===== config.mk =====
export PLATFORM = sky130hd
export DESIGN_NAME = calc_ctrl
export DESIGN_NICKNAME = d
export VERILOG_FILES = /design/src/rtl/calc_ctrl.sv
export SDC_FILE = /design/constraint.sdc
export NUM_CORES = 1
export LEC_CHECK = 0
export ABC_AREA = 1
export BUFFER_PORTS_ARGS = -buffer_cell sky130_fd_sc_hd__buf_2
export CORE_ASPECT_RATIO = 1.75
export CORE_UTILIZATION = 60
export CTS_BUF_LIST = sky130_fd_sc_hd__clkbuf_8
export DETAILED_ROUTE_END_ITERATION = 10
export PLACE_DENSITY = 0.78
export SETUP_SLACK_MARGIN = 0.3
export SLEW_MARGIN = 30
export SYNTH_ARGS = -nofsm -noshare
export SYNTH_HDL_FRONTEND = slang
export SYNTH_SLANG_ARGS = --single-unit

===== constraint.sdc =====
create_clock -name clk -period 3.89 [get_ports clk]
set_input_delay 0.5835 -clock clk [delete_from_list [all_inputs] [get_ports clk]]
set_output_delay 0.5835 -clock clk [all_outputs]
set_load 0.02 [all_outputs]

===== src/rtl/calc_ctrl.sv =====
// Button-driven calculator: debounced up/down/enter/clear, latched result, 4-digit hex scan.
// Define CALC_MUL_EN to compile in the multiplier (op code 7); otherwise codes are 0..6.
module calc_ctrl #(
    parameter int unsigned W         = 4,
    parameter int unsigned DB_CYCLES = 1000000,
    parameter int unsigned REFRESH   = 100000
) (
    input  logic           clk,
    input  logic           rst,
    input  logic [W-1:0]   a,
    input  logic [W-1:0]   b,
    input  logic           up,
    input  logic           down,
    input  logic           enter,
    input  logic           clear,
    output logic [2:0]     op_code,
    output logic [2*W-1:0] result,
    output logic           valid,
    output logic [3:0]     an,
    output logic [7:0]     seg
);

    localparam int unsigned RW  = 2 * W;
    localparam int unsigned CW  = $clog2(DB_CYCLES + 1);
    localparam int unsigned RCW = $clog2(REFRESH + 1);
`ifdef CALC_MUL_EN
    localparam logic [2:0] OpMax = 3'd7;
`else
    localparam logic [2:0] OpMax = 3'd6;
`endif

    // ------------------------------------------------------------------
    // Button conditioning, bit order {clear, enter, down, up}
    // ------------------------------------------------------------------
    logic [3:0]    btn_raw;
    logic [3:0]    sync1_q, sync2_q;
    logic [1:0]    vld_q;
    logic [3:0]    level_q, level_d;
    logic [3:0]    armed_q, armed_d;
    logic [3:0]    qual;
    logic [3:0]    pulse;
    logic [CW-1:0] cnt_q [4];
    logic [CW-1:0] cnt_d [4];

    assign btn_raw = {clear, enter, down, up};

    always_ff @(posedge clk) begin
        if (rst) begin
            sync1_q <= '0;
            sync2_q <= '0;
            vld_q   <= '0;
            level_q <= '0;
            armed_q <= '0;
            for (int i = 0; i < 4; i++) cnt_q[i] <= '0;
        end else begin
            sync1_q <= btn_raw;
            sync2_q <= sync1_q;
            vld_q   <= {vld_q[0], 1'b1};
            level_q <= level_d;
            armed_q <= armed_d;
            for (int i = 0; i < 4; i++) cnt_q[i] <= cnt_d[i];
        end
    end

    // Until a button has been seen stably released after reset it stays disarmed,
    // so a button held through reset cannot fire.
    always_comb begin
        level_d = level_q;
        armed_d = armed_q;
        qual    = '0;
        pulse   = '0;
        for (int i = 0; i < 4; i++) begin
            cnt_d[i] = cnt_q[i];
            qual[i]  = armed_q[i] ? (sync2_q[i] != level_q[i]) : (vld_q[1] && !sync2_q[i]);
            if (!qual[i]) begin
                cnt_d[i] = '0;
            end else if (cnt_q[i] == CW'(DB_CYCLES - 1)) begin
                cnt_d[i] = '0;
                if (armed_q[i]) begin
                    level_d[i] = sync2_q[i];
                    pulse[i]   = sync2_q[i];
                end else begin
                    armed_d[i] = 1'b1;
                end
            end else begin
                cnt_d[i] = cnt_q[i] + CW'(1);
            end
        end
    end

    logic up_p, down_p, enter_p, clear_p;
    assign up_p    = pulse[0];
    assign down_p  = pulse[1];
    assign enter_p = pulse[2];
    assign clear_p = pulse[3];

    // ------------------------------------------------------------------
    // ALU and control registers
    // ------------------------------------------------------------------
    logic [2:0]    op_q, op_d;
    logic [RW-1:0] res_q, res_d;
    logic          valid_q, valid_d;
    logic [RW-1:0] a_ext, b_ext, calc;

    always_comb begin
        a_ext = RW'(a);
        b_ext = RW'(b);
        calc  = '0;
        case (op_q)
            3'd0: calc = a_ext + b_ext;
            3'd1: calc = a_ext - b_ext;
            3'd2: calc = a_ext & b_ext;
            3'd3: calc = a_ext | b_ext;
            3'd4: calc = a_ext ^ b_ext;
            3'd5: calc = (32'(b) >= RW) ? '0 : (a_ext << b);
            3'd6: calc = (32'(b) >= RW) ? '0 : (a_ext >> b);
`ifdef CALC_MUL_EN
            3'd7: calc = a_ext * b_ext;
`endif
            default: calc = '0;
        endcase
    end

    always_comb begin
        op_d    = op_q;
        res_d   = res_q;
        valid_d = valid_q;
        if (clear_p) begin
            op_d    = '0;
            res_d   = '0;
            valid_d = 1'b0;
        end else begin
            if (enter_p) begin
                res_d   = calc;
                valid_d = 1'b1;
            end
            if (up_p && !down_p) begin
                op_d = (op_q == OpMax) ? 3'd0 : op_q + 3'd1;
            end else if (down_p && !up_p) begin
                op_d = (op_q == 3'd0) ? OpMax : op_q - 3'd1;
            end
        end
    end

    always_ff @(posedge clk) begin
        if (rst) begin
            op_q    <= '0;
            res_q   <= '0;
            valid_q <= 1'b0;
        end else begin
            op_q    <= op_d;
            res_q   <= res_d;
            valid_q <= valid_d;
        end
    end

    // ------------------------------------------------------------------
    // Display scan
    // ------------------------------------------------------------------
    logic [RCW-1:0] ref_cnt_q;
    logic [1:0]     digit_q;
    logic [15:0]    res16;
    logic [3:0]     nib;
    logic [6:0]     pat;
    logic [3:0]     an_q, an_d;
    logic [7:0]     seg_q, seg_d;

    always_ff @(posedge clk) begin
        if (rst) begin
            ref_cnt_q <= '0;
            digit_q   <= '0;
        end else if (ref_cnt_q == RCW'(REFRESH - 1)) begin
            ref_cnt_q <= '0;
            digit_q   <= digit_q + 2'd1;
        end else begin
            ref_cnt_q <= ref_cnt_q + RCW'(1);
        end
    end

    assign res16 = 16'(res_q);
    assign nib   = res16[4*digit_q +: 4];

    // Active-high gfedcba pattern, inverted at the output
    always_comb begin
        pat = 7'h00;
        case (nib)
            4'h0: pat = 7'h3F;
            4'h1: pat = 7'h06;
            4'h2: pat = 7'h5B;
            4'h3: pat = 7'h4F;
            4'h4: pat = 7'h66;
            4'h5: pat = 7'h6D;
            4'h6: pat = 7'h7D;
            4'h7: pat = 7'h07;
            4'h8: pat = 7'h7F;
            4'h9: pat = 7'h6F;
            4'hA: pat = 7'h77;
            4'hB: pat = 7'h7C;
            4'hC: pat = 7'h39;
            4'hD: pat = 7'h5E;
            4'hE: pat = 7'h79;
            default: pat = 7'h71;
        endcase
    end

    always_comb begin
        an_d  = ~(4'b0001 << digit_q);
        seg_d = valid_q ? {1'b1, ~pat} : 8'b1011_1111;
    end

    always_ff @(posedge clk) begin
        if (rst) begin
            an_q  <= 4'hF;
            seg_q <= 8'hFF;
        end else begin
            an_q  <= an_d;
            seg_q <= seg_d;
        end
    end

    assign op_code = op_q;
    assign result  = res_q;
    assign valid   = valid_q;
    assign an      = an_q;
    assign seg     = seg_q;

endmodule

# Word level (Yosys, flattened, before mapping)
# Memory sizes are Yosys's and may differ from the RTL's.
# Cells that the tools add are included.
[totals]
register_bits = 61
romBits = 112
ram_bits = 80
memories = 2
[classes]
n_eq_ne = 15
n_addsub = 10
mux = 40
order_cmp = 1
n_reduce_logical = 25
n_shift = 4
bitwise_logic = 10
[mem_list]
columns = ["memory", "words", "width", "rd", "rd_clocked_by_memory_dff", "write_ports", "line_no", "rtl"]
rows = [
  ["(name not given)", 16, 7, 1, 0, 0, "186", "case (nib)"],
  ["cnt_q", 4, 20, 4, 0, 4, "42", "logic [CW-1:0] cnt_q [4];"],
]
[ops]
columns = ["operator", "n"]
rows = [
  ["20-bit two-way mux", 12],
  ["20-bit by 1-bit adder with 20-bit output, second input constant", 4],
  ["20-bit equality test, second input constant", 4],
  ["8-bit one-hot mux with 7 select lines", 1],
  ["1-bit two-way mux", 20],
  ["17-bit by 1-bit adder with 17-bit output, second input constant", 1],
  ["17-bit equality test, second input constant", 1],
  ["8-bit two-way mux", 2],
  ["16-bit by 5-bit indexed part select with 4-bit output", 1],
  ["3-bit two-way mux", 4],
  ["3-bit AND reduction", 4],
  ["3-bit equality test, second input constant", 3],
  ["2-bit AND reduction", 4],
  ["4-bit by 4-bit left shift with 8-bit output", 1],
  ["4-bit by 4-bit >> shifter with 8-bit output", 1],
  ["7-bit two-way mux", 1],
  ["7-bit inverter", 1],
  ["3-bit by 2-bit equality test with 1-bit output, second input constant", 2],
  ["1-bit logical AND", 6],
  ["1-bit logical NOT", 6],
  ["2-bit OR reduction", 3],
  ["4-bit by 4-bit adder with 5-bit output", 1],
  ["4-bit by 4-bit subtractor with 5-bit output", 1],
  ["4-bit AND", 1],
  ["other kinds (14)", 20],
]

# Depth between registers and ports, before layout
[logic_depth]
ltp_word = 8
depth_mapped = 15

# Worst setup path after synthesis
# Ideal clock, no wire load.
[synth_timing]
path_type = "input to register"
from = "in b[1]"
to = "reg res_q[2], in the netlist result[2]"
arrival_time_ns = 1.870
setup_slack_ns = 1.904
setup_ns = 0.116
required_time_ns = 3.774
path_buffers = 1
path_stages = 11
cell_sequence = "clkbuf_1 inv_2 fa_1 inv_1 nand2_1 nand3_1 o21ai_0 nor2_1 nand3_1 nand2_1 a21oi_1"
[synth_via]
elab_chain_len = 3
[synth_rtl]
columns = ["item", "line_no", "rtl"]
rows = [
  ["from (decl)", "11", "input logic [W-1:0] b,"],
  ["4-bit >= comparator (tied with other cells)", "115, 116", ""],
  ["8-bit two-way mux (on tied branches)", "116, 115", ""],
  ["8-bit one-hot mux with 7 select lines (*)", "109", "case (op_q)"],
  ["to (signal assigned)", "152", "res_q <= res_d;"],
  ["to (decl)", "101", "logic [RW-1:0] res_q, res_d;"],
]
# Mark *: on every way between the ends. The rest lies on a longest branch, timed or not.
# A chain may end at the register's enable or synchronous reset.

==> flow_metrics.tcl <==
set metrics [dict create \
    status "completed" \
    routedWlPerCell_um 12.3 \
    cts_num_sinks 140 \
    antenna_left 0 \
    rsz0062_at_grt "no" \
    synthesis.area_um2 7620 \
    yosysTopAreaCellShare_pct 36.8 \
    cts_made_buffers 17 \
    hold_violations 0 \
    viasPerCell 5.30 \
    asyncSetResetFlopFracSynth_pct 0 \
    wl_um 16000 \
    timing.hold.ws_ps 355 \
    required_ps 4200 \
    crit_family "simple AND/OR/NAND/NOR gates" \
    drtIter0Drc 310 \
    path_cells "ha_1 -> nand2_1 -> inv_1 -> nand2_1 -> nor2_1 -> nand4_1 -> nor2_1 -> nand3_1 -> ha_1 -> inv_1 -> o21ai_0 -> o22ai_1 -> nor2_1" \
    crit_buf_inv 2 \
    fin_nets 1173 \
    power_density_nw_per_um2 322 \
    postCtsHoldBufs 0 \
    fin_util_pct 66.5 \
    grtUsageTotal_pct 26.1 \
    slowest_stage "dfxtp_1" \
    skew_ps 12.3 \
    max_slew_margin_pct 43.5 \
    worst_pin_slew_ps 846 \
    max_freq_ghz 0.455 \
    clockPowerShare_pct 40.9 \
    gp_congestion 0.921 \
    ys_types 51 \
    n_fill_cell 1198 \
    clock_latency_ps 430 \
    yosysMostFrequentCell "nand2_1" \
    grt_overflow 0 \
    cts_tree "built" \
    fin_crit_sh_pct 56.5 \
    synth_area_leaders "dfxtp_1 37%, nand2_1 11%, inv_1 7.1%" \
    synth_top_flop_cell "dfxtp_1" \
    slowest_delay_ps 350 \
    initial_core_util_pct 61.3 \
    switching_share_pct 24.7 \
    yosysTopAreaCell "dfxtp_1" \
    n_antenna_cell 0 \
    synth_cells 1084 \
    syn_nets 1134 \
    cp_common_cell "nor2_1" \
    netlist_top_cells_count "231 x nand2_1, 144 x inv_1, 140 x dfxtp_1" \
    via_count 6915 \
    coreArea_um2 12400 \
    antenna_found_initial 0 \
    net-switching-power_uw 658 \
    multi_input_area_um2 4150 \
    max-vdd-ir-drop_mv 0.227 \
    hpwl_um 12500 \
    dp_slack_ps 1460 \
    ys_seq_area_share_pct 36.8 \
    dieWidth_um 87.2 \
    max_cap_viol_count 0 \
    setup_ws_ps 1690 \
    ys_seq_elements 140 \
    layout-drive-gt1-share_pct 11.2 \
    postCtsSetupBuffers 0 \
    slew_violations 0 \
    port-buffer-count 36 \
    fp-row-count 54 \
    yosysWarnings 0 \
    post-place-cells 1272 \
    avgSynthCellArea_um2 7.03 \
    cts_resized 0 \
    setup.worst_path.end_class "flip-flop" \
    fin_crit_ps 2200 \
    synth-edff-count 0 \
    placed_area_um2 7900 \
    setup_viol 0 \
    area_delta_synth_final_pct 8.61 \
    power_frac_seq_pct 54.4 \
    boundaryPins 38 \
    grt_max_degree 21 \
    p_int_mw 2.00 \
    startpoint_type "flip-flop" \
    instances_no_fill 1304 \
    critical_path_arrival_ps 2510 \
    cts_max_path_buffers 2 \
    grt_pass1_vias 6543 \
    dieArea_um2 13200 \
    p_leak_nw 3.06 \
    combPwrFrac_pct 4.7 \
    root_buffer "clkbuf_8" \
    drc 0 \
    finalInstanceArea_um2 8270 \
    final.setup.tns_ps 0 \
    path_class "reg2reg" \
    worstPathMaxFanout 4 \
    firstDrtPassIters 4 \
    total_power_mw 2.66 \
    h-tree-depth 4 \
    die_y_um 151 \
    grt_pass1_wl_um 27300 \
    seq_area_um2 2800 \
    clk_pin_slew_ps 80 \
    min_path_type "in2reg" \
]
==> worst reg2reg max path: stages (launching register included) <==
cell,delay (ps)
dfxtp_1,350
ha_1,220
nand2_1,90
inv_1,100
nand2_1,60
nor2_1,130
nand4_1,140
nor2_1,160
nand3_1,100
ha_1,340
inv_1,100
o21ai_0,80
o22ai_1,130
nor2_1,60
==> registers in the layout, indices dropped and copies added (netlist names), 3 cells and up <==
name and count:
ref_cnt_q 17, sync2_q 4, op_code 3, an 4, seg 7, armed_q 4, cnt_q 80, level_q 4
sync1_q 4, result 8
==> cell families (layout without fill, tap and decap cells) <==
family / Yosys count / in the layout / synth area share [%]
simple gates: 589 / 589 / 36.6
buf+inv: 166 / 218 / 8.77
flops: 140 / 140 / 36.8
compound gates: 134 / 134 / 9.56
fa+ha+maj: 36 / 36 / 6.11
xor+xnor: 18 / 18 / 2.07
other cells: 1 / 1 / 0.0492
==> metal layers <==
metal | share of wire [%] | vias up | track usage, %
met5 | 0 | - | 0
met4 | 3.5 | 0 | 13.0
met3 | 3.4 | 51 | 5.40
met2 | 54 | 125 | 49.9
met1 | 39 | 3136 | 26.1
li1 | - | 3603 | -
==> path summary, 6_finish.rpt <==
path               startpoint    endpoint  slack, ps  depth (start not counted)
hold / removal             up  sync1_q[0]        350                          3
hold reg to reg    sync1_q[2]  sync2_q[2]        410                          2
setup / recovery  cnt_q[1][0]  op_code[1]       1690                         13
setup reg to reg  cnt_q[1][0]  op_code[1]       1690                         13
==> power by group through the flow <==
stage | registers, mW | logic [mW] | clock network, mW
final | 1.45 | 0.124 | 1.09
after detailed placement | 1.48 | 0.122 | 0
after global routing | 1.45 | 0.141 | 1.17
after global placement | 1.48 | 0.121 | 0
after floorplan | 1.48 | 0.0902 | 0
after CTS | 1.45 | 0.124 | 1.11
==> cell type report <==
type | instances | share of cell area (%)
clock inverter | 14 | 1.48
timing repair buffer | 36 | 2.18
multi-input combinational | 778 | 50.1
clock buffer | 18 | 3.00
inverter | 150 | 6.81
sequential | 140 | 33.9
tap | 168 | 2.54
==> cells in the final DEF, fill, tap and decap left out, drive strengths merged, types with 2 or more instances in the layout <==
master    netlist  final
o21ai          40     40
fa              2      2
nand4          35     35
clkbuf          2     18
a21oi          74     74
nor3b          12     12
nor3           48     48
ha             34     34
nor2          154    154
dfxtp         140    140
and2            2      2
clkinv          1      7
a31oi           4      4
xnor2           8      8
o211ai          8      8
buf            14     36
nor4            6      6
or2            11     11
a211oi          2      2
inv           149    152
o22ai           3      3
xor2           10     10
nand2         240    240
nand3          79     79
clkinvlp        0      4
Power figures use the tool's default switching activity.
